[src/rtl/ctrl_decode_pipe.sv]
// Registered MIPS main decoder: D-stage decode into ID/EX with load-use and mult/div hazard stalls.
// Optional illegal-opcode flag enabled by defining CTRL_ILLEGAL_TRAP_EN.
module ctrl_decode_pipe #(
    parameter int unsigned ALUOP_W    = 6,
    parameter int unsigned MULDIV_LAT = 32,
    parameter int unsigned CNT_W      = 8
) (
    input  logic               i_clk,
    input  logic               i_rst,
    input  logic               i_valid,
    input  logic [31:0]        i_instr,
    input  logic               i_flush,
    output logic               o_stall,
    output logic               o_ex_valid,
    output logic               o_ex_regdst,
    output logic               o_ex_alusrc,
    output logic               o_ex_memread,
    output logic               o_ex_memwrite,
    output logic               o_ex_memtoreg,
    output logic               o_ex_regwrite,
    output logic               o_ex_ifsign,
    output logic [ALUOP_W-1:0] o_ex_aluop,
    output logic [4:0]         o_ex_wreg,
    output logic               o_ex_muldiv_start,
    output logic               o_muldiv_busy,
    output logic               o_ex_illegal
);

    typedef enum logic [5:0] {
        OP_RTYPE = 6'b000000,
        OP_JAL   = 6'b000011,
        OP_ADDI  = 6'b001000,
        OP_ADDIU = 6'b001001,
        OP_SLTI  = 6'b001010,
        OP_SLTIU = 6'b001011,
        OP_ANDI  = 6'b001100,
        OP_ORI   = 6'b001101,
        OP_XORI  = 6'b001110,
        OP_LUI   = 6'b001111,
        OP_LW    = 6'b100011
    } opcode_e;

    opcode_e     opcode;
    logic [4:0]  rs, rt, rd;
    logic [5:0]  funct;
    logic        unused_shamt;

    assign opcode       = opcode_e'(i_instr[31:26]);
    assign rs           = i_instr[25:21];
    assign rt           = i_instr[20:16];
    assign rd           = i_instr[15:11];
    assign funct        = i_instr[5:0];
    assign unused_shamt = ^i_instr[10:6];

    // {regdst, regwrite, alusrc, memread, memwrite, memtoreg, ifsign, aluop[5:0]}
    logic [12:0] dec_ctl;
    logic        dec_regdst, dec_regwrite, dec_alusrc, dec_memread;
    logic        dec_memwrite, dec_memtoreg, dec_ifsign;
    logic [5:0]  dec_aluop;
    logic [4:0]  dec_wreg;

    always_comb begin
        dec_ctl = '0;
        if (i_instr[31:29] == 3'b101) begin
            dec_ctl = 13'b0_0_1_0_1_0_1_000000;
        end else begin
            case (opcode)
                OP_RTYPE:         dec_ctl = 13'b1_1_0_0_0_0_0_000010;
                OP_ADDI, OP_ADDIU: dec_ctl = 13'b0_1_1_0_0_0_1_000011;
                OP_ANDI:          dec_ctl = 13'b0_1_1_0_0_0_0_000111;
                OP_ORI:           dec_ctl = 13'b0_1_1_0_0_0_0_001011;
                OP_XORI:          dec_ctl = 13'b0_1_1_0_0_0_0_001111;
                OP_LW:            dec_ctl = 13'b0_1_1_1_0_1_1_000000;
                OP_LUI:           dec_ctl = 13'b0_1_1_0_0_0_1_011111;
                OP_SLTI:          dec_ctl = 13'b0_1_1_0_0_0_1_011011;
                OP_SLTIU:         dec_ctl = 13'b0_1_1_0_0_0_0_100111;
                OP_JAL:           dec_ctl = 13'b0_1_0_0_0_0_0_000000;
                default:          dec_ctl = '0;
            endcase
        end
    end

    assign {dec_regdst, dec_regwrite, dec_alusrc, dec_memread,
            dec_memwrite, dec_memtoreg, dec_ifsign, dec_aluop} = dec_ctl;

    always_comb begin
        dec_wreg = '0;
        if (dec_regwrite) begin
            if (opcode == OP_JAL)  dec_wreg = 5'd31;
            else if (dec_regdst)   dec_wreg = rd;
            else                   dec_wreg = rt;
        end
    end

    logic is_rtype, rt_is_source, is_muldiv, uses_hilo;
    assign is_rtype     = (opcode == OP_RTYPE);
    assign rt_is_source = is_rtype | (i_instr[31:29] == 3'b101);
    assign is_muldiv    = is_rtype & (funct[5:2] == 4'b0110);
    assign uses_hilo    = is_muldiv | (is_rtype & ((funct == 6'b010000) | (funct == 6'b010010)));

    logic               ex_valid_q, ex_regdst_q, ex_alusrc_q, ex_memread_q;
    logic               ex_memwrite_q, ex_memtoreg_q, ex_regwrite_q, ex_ifsign_q;
    logic [ALUOP_W-1:0] ex_aluop_q;
    logic [4:0]         ex_wreg_q;
    logic               ex_start_q, ex_illegal_q;
    logic [CNT_W-1:0]   cnt_q;

    logic               ex_valid_d, ex_regdst_d, ex_alusrc_d, ex_memread_d;
    logic               ex_memwrite_d, ex_memtoreg_d, ex_regwrite_d, ex_ifsign_d;
    logic [ALUOP_W-1:0] ex_aluop_d;
    logic [4:0]         ex_wreg_d;
    logic               ex_start_d, ex_illegal_d;
    logic [CNT_W-1:0]   cnt_d;

    logic load_use, md_stall, busy, accept;

    assign busy     = (cnt_q != '0);
    assign load_use = i_valid & ex_valid_q & ex_memread_q & (ex_wreg_q != '0) &
                      ((ex_wreg_q == rs) | ((ex_wreg_q == rt) & rt_is_source));
    assign md_stall = i_valid & busy & uses_hilo;
    assign o_stall  = (load_use | md_stall) & ~i_flush & ~i_rst;
    assign accept   = i_valid & ~i_flush & ~o_stall;

    // Flush, stall and idle all share the bubble path: every field defaults to zero.
    always_comb begin
        ex_valid_d    = 1'b0;
        ex_regdst_d   = 1'b0;
        ex_alusrc_d   = 1'b0;
        ex_memread_d  = 1'b0;
        ex_memwrite_d = 1'b0;
        ex_memtoreg_d = 1'b0;
        ex_regwrite_d = 1'b0;
        ex_ifsign_d   = 1'b0;
        ex_aluop_d    = '0;
        ex_wreg_d     = '0;
        ex_start_d    = 1'b0;
        ex_illegal_d  = 1'b0;
        if (accept) begin
            ex_valid_d    = 1'b1;
            ex_regdst_d   = dec_regdst;
            ex_alusrc_d   = dec_alusrc;
            ex_memread_d  = dec_memread;
            ex_memwrite_d = dec_memwrite;
            ex_memtoreg_d = dec_memtoreg;
            ex_regwrite_d = dec_regwrite;
            ex_ifsign_d   = dec_ifsign;
            ex_aluop_d    = ALUOP_W'(dec_aluop);
            ex_wreg_d     = dec_wreg;
            ex_start_d    = is_muldiv;
`ifdef CTRL_ILLEGAL_TRAP_EN
            // Every table entry writes a register or memory, so neither means unknown.
            ex_illegal_d  = ~(dec_regwrite | dec_memwrite);
`endif
        end
    end

    always_comb begin
        cnt_d = cnt_q;
        if (accept & is_muldiv) cnt_d = CNT_W'(MULDIV_LAT);
        else if (busy)          cnt_d = cnt_q - CNT_W'(1);
    end

    always_ff @(posedge i_clk) begin
        if (i_rst) begin
            ex_valid_q    <= 1'b0;
            ex_regdst_q   <= 1'b0;
            ex_alusrc_q   <= 1'b0;
            ex_memread_q  <= 1'b0;
            ex_memwrite_q <= 1'b0;
            ex_memtoreg_q <= 1'b0;
            ex_regwrite_q <= 1'b0;
            ex_ifsign_q   <= 1'b0;
            ex_aluop_q    <= '0;
            ex_wreg_q     <= '0;
            ex_start_q    <= 1'b0;
            ex_illegal_q  <= 1'b0;
            cnt_q         <= '0;
        end else begin
            ex_valid_q    <= ex_valid_d;
            ex_regdst_q   <= ex_regdst_d;
            ex_alusrc_q   <= ex_alusrc_d;
            ex_memread_q  <= ex_memread_d;
            ex_memwrite_q <= ex_memwrite_d;
            ex_memtoreg_q <= ex_memtoreg_d;
            ex_regwrite_q <= ex_regwrite_d;
            ex_ifsign_q   <= ex_ifsign_d;
            ex_aluop_q    <= ex_aluop_d;
            ex_wreg_q     <= ex_wreg_d;
            ex_start_q    <= ex_start_d;
            ex_illegal_q  <= ex_illegal_d;
            cnt_q         <= cnt_d;
        end
    end

    assign o_ex_valid        = ex_valid_q;
    assign o_ex_regdst       = ex_regdst_q;
    assign o_ex_alusrc       = ex_alusrc_q;
    assign o_ex_memread      = ex_memread_q;
    assign o_ex_memwrite     = ex_memwrite_q;
    assign o_ex_memtoreg     = ex_memtoreg_q;
    assign o_ex_regwrite     = ex_regwrite_q;
    assign o_ex_ifsign       = ex_ifsign_q;
    assign o_ex_aluop        = ex_aluop_q;
    assign o_ex_wreg         = ex_wreg_q;
    assign o_ex_muldiv_start = ex_start_q;
    assign o_muldiv_busy     = busy;
    assign o_ex_illegal      = ex_illegal_q;

endmodule

[config.mk]
export PLATFORM = sky130hd
export DESIGN_NAME = ctrl_decode_pipe
export DESIGN_NICKNAME = d
export VERILOG_FILES = /design/src/rtl/ctrl_decode_pipe.sv
export SDC_FILE = /design/constraint.sdc
export NUM_CORES = 1
export LEC_CHECK = 0
export ABC_CLOCK_PERIOD_IN_PS = 4300
export BUFFER_PORTS_ARGS = -buffer_cell sky130_fd_sc_hd__buf_2
export CAP_MARGIN = 20
export CORE_MARGIN = 2
export CORE_UTILIZATION = 50
export DETAILED_ROUTE_END_ITERATION = 12
export PLACE_DENSITY = 0.83
export SLEW_MARGIN = 20
export SYNTH_ARGS = -nofsm -noshare
export SYNTH_HDL_FRONTEND = slang
export SYNTH_SLANG_ARGS = --single-unit
[constraint.sdc]
create_clock -name i_clk -period 4.3 [get_ports i_clk]
set_input_delay 1.075 -clock i_clk [delete_from_list [all_inputs] [get_ports i_clk]]
set_output_delay 1.075 -clock i_clk [all_outputs]
set_load 0.01 [all_outputs]
* Word-level counts from Yosys, hierarchy flattened
Index checks and enable logic that the tools add are counted.
Storage, ports and cells: register bits after elaboration 28, input port bits 36, logic and storage cells 70
Operators by class: add/subtract/negate cells 1, bitwise logic cells 24, equal/unequal tests 16, mux-type cells 7, reduce and logical (&&, ||, !) cells 9
Operator list (count):
- $pmux W13 S10 | 1
- $eq A6 B4 Y1 const B | 8
- $and A1 B1 Y1 | 14
- $mux W13 | 1
- $eq A6 B5 Y1 const B | 2
- $mux W6 | 2
- $eq A5 B5 Y1 | 2
- $mux W5 | 2
- $reduce_bool A8 Y1 | 1
- $sub A8 B1 Y8 const B | 1
- $eq A6 B2 Y1 const B | 1
- $eq A6 B6 Y1 const B | 1
- $logic_not A6 Y1 | 1
- $reduce_or A2 Y1 | 3
- $reduce_or A3 Y1 | 2
- $not A1 Y1 | 5
- $or A1 B1 Y1 | 5
- $reduce_bool A5 Y1 | 1
- $eq A4 B3 Y1 const B | 1
- $eq A3 B3 Y1 const B | 1
- $reduce_bool A2 Y1 | 1
- $mux W1 | 1

* Logic depth before layout (Yosys ltp)
Gate-level depths: netlist of the first run.
depth in word-level cells 12, mapped depth 7

* Worst setup path before layout of the first run
OpenSTA, ideal clock, no wires.
path kind input -> output, start point input i_instr[26], end point output o_stall, buffers on the path 2, data arrival time 2.391 ns, stages on the path 6, path slack 0.834 ns, data required time 3.225 ns, path through buf_2 nor4_4 nand3_1 o311ai_4 buf_6 nor3b_2
On the way: word-level cells in the longest chain between the ends 8
RTL lines:
- start, declared | RTL line 11 | input logic [31:0] i_instr,
- $logic_not A6 Y1 (*) | RTL line 96 | assign is_rtype = (opcode == OP_RTYPE);
- $or A1 B1 Y1 | RTL line 97 | assign rt_is_source = is_rtype | (i_instr[31:29] == 3'b101);
- $and A1 B1 Y1 | RTL line 119 | ((ex_wreg_q == rs) | ((ex_wreg_q == rt) & rt_is_source));
- $or A1 B1 Y1 | RTL line 119
- $and A1 B1 Y1 | RTL line 118 | assign load_use = i_valid & ex_valid_q & ex_memread_q & (ex_wreg_q != '0) &
- $or A1 B1 Y1 (*) | RTL line 121 | assign o_stall = (load_use | md_stall) & ~i_flush & ~i_rst;
- $and A1 B1 Y1 (*) (2 in a row) | RTL line 121
- end, declared | RTL line 13 | output logic o_stall,
Mark *: on every way between the ends. The rest lies on a longest branch, timed or not.

* Worst setup path in the final report of the first run
start point input i_instr[29], end point output o_stall
On the way: word-level cells in the longest chain between the ends 8
RTL lines (RTL line):
- $logic_not A6 Y1 or $eq A3 B3 Y1 (tied branches) | 96, 97
- $or A1 B1 Y1 | 97
- $and A1 B1 Y1 | 119
- $or A1 B1 Y1 | 119
- $and A1 B1 Y1 | 118
- $or A1 B1 Y1 (*) | 121
- $and A1 B1 Y1 (*) (2 in a row) | 121
Marks and branches as above.

==> results.cfg, run 1 <==
[run_status]
status = complete, no violations

[route]
first_pass_iters = 4
drt_iter0_markers = 63
drc = 0
ant_nets = 0
via_count = 1305
drt-vias-per-instance = 5.77
routed_wl_microns = 3430
wire_per_inst_microns = 15.2

[timing]
tightest_slew_ns = 0.966
fin_crit_sh_pct = 91.0
layout_setup_ws_ns = 0.386
final_max_slew_viol_count = 0
hold_violations = 0
grt_setup_unrepaired = no
post-route-min-period_ns = 3.91
clock.fmax_mhz = 256
setup_viol = 0
fin_setup_tns_ns = 0
holdWs_ns = 0.530
relSlewSlack_pct = 35.5
finClkSkew_ns = 0.00375

[worst_setup_path]
crit_fanout = 12
arrival_ns = 2.84
critical_path.top_delay_family = simple AND/OR/NAND/NOR gates
slowest_stage = o311ai_4
cp_cell_sequence = buf_2 > nor4_4 > nand3_1 > o311ai_4 > nor3b_2 > buf_2
critPathMostFrequentCell = buf_2
path_depth = 6
crit_path_start_kind = input port
slowest_delay_ns = 0.55
crit_required_ns = 3.22
critPathCaptureType = primary output
critical_path_buf_inv_count = 2
path_class = in2out
worst_r2r_path_depth = 5

[floorplan]
die_h_microns = 56.8
die_w_microns = 56.8
die-area_sq_um = 3220
core_sq_um = 2710
start_util_pct = 51.3
io_pins = 59
rows = 19

[synth]
synth_seq_cells = 27
yosys.area.top_type = dfxtp_1
synthTopCellsByArea = dfxtp_1, xor2_1, a2111oi_2, mux2i_1, nor4_1
synth.distinct_cells = 36
syn-instance-count = 148
ys_seq_area_share_pct = 38.8
syn_nets = 186
syn_avg_cell_area_sq_um = 9.40
syn-cell-area_sq_um = 1390
yosys.area.top_type_share_pct = 38.8
ys_warn_count = 0

[pwr]
vdd_drop_max_mv = 0.445
power_w = 0.000701
cellLeakagePower_nw = 0.765
powerDensity_nw_per_um2 = 420

[cts]
cts_tree = done
cts-htree-levels = 1
cts.sinks = 27
cts_root_buf = clkbuf_4
cts_buffers = 3
clk_latency_ns = 0.32
postCtsSetupBuffers = 0
clock_path_buffers = 2
clk_pin_slew_ns = 0.13

[final_layout]
stdcell_count = 226
nFillCells = 241
drive_above_1_share_pct = 33.8
area_growth_pct = 20.0
nNetsFinal = 234
diodes = 0

[grt]
grt_max_degree = 24
grt_pass1_vias = 1291
antenna_found_initial = 0
grt_pass1_wl_microns = 5500
overflow = 0
grt_use_total_pct = 21.5

[place]
pre_cts_ws_ns = 0.0844
io_buffers = 51
dp_cells = 221
gp_congestion = 0.880
hpwlAfterDp_microns = 2550

[min_path]
whs_path_depth = 2
hold_path_class = reg2reg

[run]
timing.max_cap.violations = 0
## cell usage after synthesis
cell       instances
nand3b_1           1
dfxtp_1           27
buf_2              2
o22ai_1            1
nor3_1             8
buf_6              2
o221ai_1           1
nor4_4             1
xor2_1            10
nor3b_1            1
a2111oi_0          1
nor4_2             1
o21ai_0            3
inv_1              6
mux2i_1            6
o31ai_1            1
o311a_1            2
nor3b_2            1
o32ai_1            1
and3_1             1
nand4_1            3
conb_1             1
nand2_1           11
xnor2_1            6
nor4_1             9
a211oi_1           1
ha_1               2
buf_4              3
nor2_1            13
clkbuf_1           3
a21oi_1            3
mux2_2             1
a2111oi_2          5
nand3_1            5
o311ai_4           1
nand2b_1           4
## cells by family after synthesis
group           after synthesis  synth area share, %
mux                           7                 5.13
simple gates                 59                 23.2
buf+inv                      16                 6.38
xor+xnor                     16                 10.1
compound gates               20                 14.3
flops                        27                 38.8
fa+ha+maj                     2                 1.80
other cells                   1                0.270
## state kept, by name, summed over array words and instances, names as in the netlist
name and count:
o_ex_regwrite 1, o_ex_valid 1, o_ex_wreg 5, o_ex_memwrite 1
o_ex_alusrc 1, o_ex_muldiv_start 1, o_ex_aluop 6, o_ex_regdst 1
o_ex_ifsign 1, o_ex_memread 1, cnt_q 8
## routing by layer
layer | track usage (%) | routed length (microns) | share of wire (%)
met2 | 38.7 | 1770 | 52
met3 | 3.23 | 260 | 7.6
met5 | 0 | 0 | 0
met1 | 24.9 | 1340 | 39
met4 | 9.30 | 60 | 1.8
## worst min-delay path, delay by kind of cell, from the launching register on
kind	cells	cell delay (ns)
AO/OA/AOI/OAI	2	0.14
flip-flops	1	0.36
## layout make-up
class                   count  area [sq um]  share of cell area (%)
repair buffers             52           263                    15.7
clock buffers               4          26.3                    1.57
well taps                  31          38.8                    2.32
flip-flops and latches     27           541                    32.4
inverters                   6          22.5                    1.35
multi-input cells         106           778                    46.6
## per-stage QoR
| step | util [%] | cell area [sq um] |
|---|---|---|
| floorplan | - | 1390 |
| global placement | 60.0 | 1630 |
| detailed placement | 60.0 | 1630 |
| CTS | 61.0 | 1650 |
| global route | 61.6 | 1670 |
| finish | 61.6 | 1670 |
## power breakdown
part           switching [W]  internal [W]  leakage [nW]
Combinational       0.000152      0.000118         0.530
Clock              0.0000697     0.0000363        0.0150
Sequential         0.0000371      0.000288         0.220
Total               0.000258      0.000442         0.765
## cell usage in the layout (no fill, tap or decap), drive strengths merged
master,count
buf,52
dfxtp,27
nor2,13
nand2,11
nor4,11
xor2,10
nor3,8
inv,6
xnor2,6
mux2i,6
a2111oi,6
nand3,5
nand2b,4
clkbuf,4
o21ai,3
a21oi,3
nand4,3
o311a,2
ha,2
nor3b,2
o311ai,2
and3,1
mux2,1
o32ai,1
o22ai,1
o31ai,1
a211oi,1
nand3b,1
o221ai,1
conb,1
## path summary, 6_finish.rpt
kind | end | startpoint | slack (ns)
setup / recovery | o_stall | i_instr[29] | 0.39
hold / removal | cnt_q[3] | cnt_q[3] | 0.53
setup reg to reg | o_ex_ifsign | cnt_q[0] | 2.20
hold reg to reg | cnt_q[3] | cnt_q[3] | 0.53
## timing repair
item                                    in CTS  in global routing
hold buffers                                 0                  0
gates resized for setup                      0                  0
endpoints found under the setup margin       0                  1
Note: power is estimated with default switching activity, not from simulation.
==> run 2: changes to the inputs <==
--- a/config.mk
+++ b/config.mk
@@ -9,3 +9,3 @@
 export BUFFER_PORTS_ARGS = -buffer_cell sky130_fd_sc_hd__buf_2
-export CAP_MARGIN = 20
+export CAP_MARGIN = 5
 export CORE_MARGIN = 2
==> constraint.sdc (replaced) <==
create_clock -name i_clk -period 4.3 [get_ports i_clk]
set_input_delay 0.86 -clock i_clk [delete_from_list [all_inputs] [get_ports i_clk]]
set_output_delay 0.86 -clock i_clk [all_outputs]
set_load 0.01 [all_outputs]
==> run 2 against run 1 <==
  * Clock-buffer cell count did not move
  * Critical path depth did not move
  * Worst setup slack improved by 0.15 ns
  * Register-to-register slack got worse by 0.07 ns
  * Fmax rose by 3.9%
  * Non-clock buffer count fell by 1
  * Power fell by 2.4%
  * Utilization fell by 0.88 points
  * Critical path type unchanged
  * Largest cell class unchanged
==> results.cfg, run 2 (same netlist as run 1, synthesis figures left out) <==
[timing]
hold_violations = 0
grt_setup_unrepaired = no
fin_setup_tns_ns = 0
clock.fmax_mhz = 265
holdWs_ns = 0.520
finClkSkew_ns = 0.00161
final_max_slew_viol_count = 0
layout_setup_ws_ns = 0.533
setup_viol = 0
relSlewSlack_pct = 34.4
tightest_slew_ns = 0.982
fin_crit_sh_pct = 87.6
post-route-min-period_ns = 3.77

[grt]
overflow = 0
grt_pass1_wl_microns = 5180
antenna_found_initial = 0
grt_pass1_vias = 1152
grt_max_degree = 24
grt_use_total_pct = 20.1

[worst_setup_path]
slowest_stage = o311ai_4
cp_cell_sequence = buf_2 > nor4_4 > nand3_1 > o311ai_4 > nor3b_2 > buf_2
r2r_setup_slack_ns = 2.13
reg2reg_from = cnt_q[0]
critical_path.top_delay_family = compound AO/OA/AOI/OAI gates
path_class = in2out
arrival_ns = 2.91
critPathCaptureType = primary output
crit_required_ns = 3.44
crit_fanout = 23
worst_r2r_path_depth = 5
critical_path_buf_inv_count = 2
critPathMostFrequentCell = buf_2
reg2reg_to = cnt_q[5]
crit_path_start_kind = input port
slowest_delay_ns = 0.87

[route]
first_pass_iters = 4
routed_wl_microns = 3110
via_count = 1225
drt_iter0_markers = 38
ant_nets = 0
wire_per_inst_microns = 13.9
drt-vias-per-instance = 5.47
drc = 0

[run_status]
status = complete, no violations

[final_layout]
nFillCells = 240
top_register = cnt_q
multi_input_area_sq_um = 762
final_util_pct = 60.7
diodes = 0
nNetsFinal = 232
area_growth_pct = 18.3
seq_area_sq_um = 541
mostFrequentLayoutCells = buf_2, dfxtp_1, nor2_1, nand2_1, xor2_1
drive_above_1_share_pct = 33.2
final_common_cell = buf_2
largest_reg_flops = 8
stdcell_count = 224

[place]
io_buffers = 51
dp_cells = 220
pre_cts_ws_ns = 0.525
gp_congestion = 0.885
hpwlAfterDp_microns = 2470

[cts]
clock_path_buffers = 2
clk_latency_ns = 0.31
postCtsSetupBuffers = 0
post_cts_resized = 0
hold_buffers = 0
cts_tree = done
cts-htree-levels = 1
clk_pin_slew_ns = 0.14
cts.sinks = 27
cts_buffers = 3
cts_root_buf = clkbuf_4

[pwr]
powerDensity_nw_per_um2 = 416
cellLeakagePower_nw = 0.754
vdd_drop_max_mv = 0.301

[floorplan]
die_h_microns = 56.8
rows = 19
io_pins = 59
die_w_microns = 56.8
die-area_sq_um = 3220
start_util_pct = 51.3
core_sq_um = 2710

[run]
timing.max_cap.violations = 0

[min_path]
hold_path_class = reg2reg
holdPathEnd = cnt_q[3]
min_from = cnt_q[3]
whs_path_depth = 2
-- run 2: cell types whose count changed in the layout (fill, tap and decap cells not counted) --
cell | before | now
o311ai_2 | 1 | 0
buf_4 | 1 | 0
-- run 2: worst reg2reg max path, delay by kind of cell (launching register included) --
kind                       cells  cell delay, ns
adders and majority gates      1            0.20
buffers and inverters          1            0.10
and+or+nand+nor                1            0.23
DFF                            1            0.40
AOI/OAI and AO/OA              2            1.10
-- run 2: stage by stage --
| stage | area (sq um) | total power [W] |
|---|---|---|
| after global routing | 1650 | 0.000732 |
| after floorplan | 1390 | 0.000529 |
| after global placement | 1620 | 0.000569 |
| after detailed placement | 1620 | 0.000584 |
| final | 1650 | 0.000684 |
| after CTS | 1650 | 0.000689 |
-- run 2: cell type report --
type | count | area share (%)
multi-input cells | 105 | 46.3
flip-flops and latches | 27 | 32.9
repair buffers | 51 | 15.5
well taps | 31 | 2.36
clock buffers | 4 | 1.60
inverters | 6 | 1.37
-- run 2: where the power goes --
part	switching, W	internal (W)
logic	0.000138	0.000118
registers	0.0000352	0.000288
clock network	0.0000683	0.0000361
total	0.000242	0.000443
-- run 2: how the worst max path moves through the flow --
stage / slack (ns) / startpoint / depth (start not counted) / end
final: 0.53 / i_instr[29] / 6 / o_stall
after global routing: 0.37 / i_instr[29] / 6 / o_stall
after CTS: 0.52 / i_instr[29] / 6 / o_stall
after detailed placement: 0.53 / i_instr[29] / 6 / o_stall
after global placement: 0.61 / i_instr[29] / 6 / o_stall
after floorplan: 1.26 / i_instr[26] / 6 / o_stall
-- run 2: per-layer routing --
| layer | GRT usage [%] | vias to the layer above | share of wire (%) |
|---|---|---|---|
| met5 | 0 | - | 0 |
| met4 | 4.32 | 0 | 1.3 |
| met3 | 4.15 | 4 | 6.7 |
| met2 | 35.2 | 42 | 49 |
| met1 | 25.4 | 555 | 43 |
| li1 | - | 624 | - |
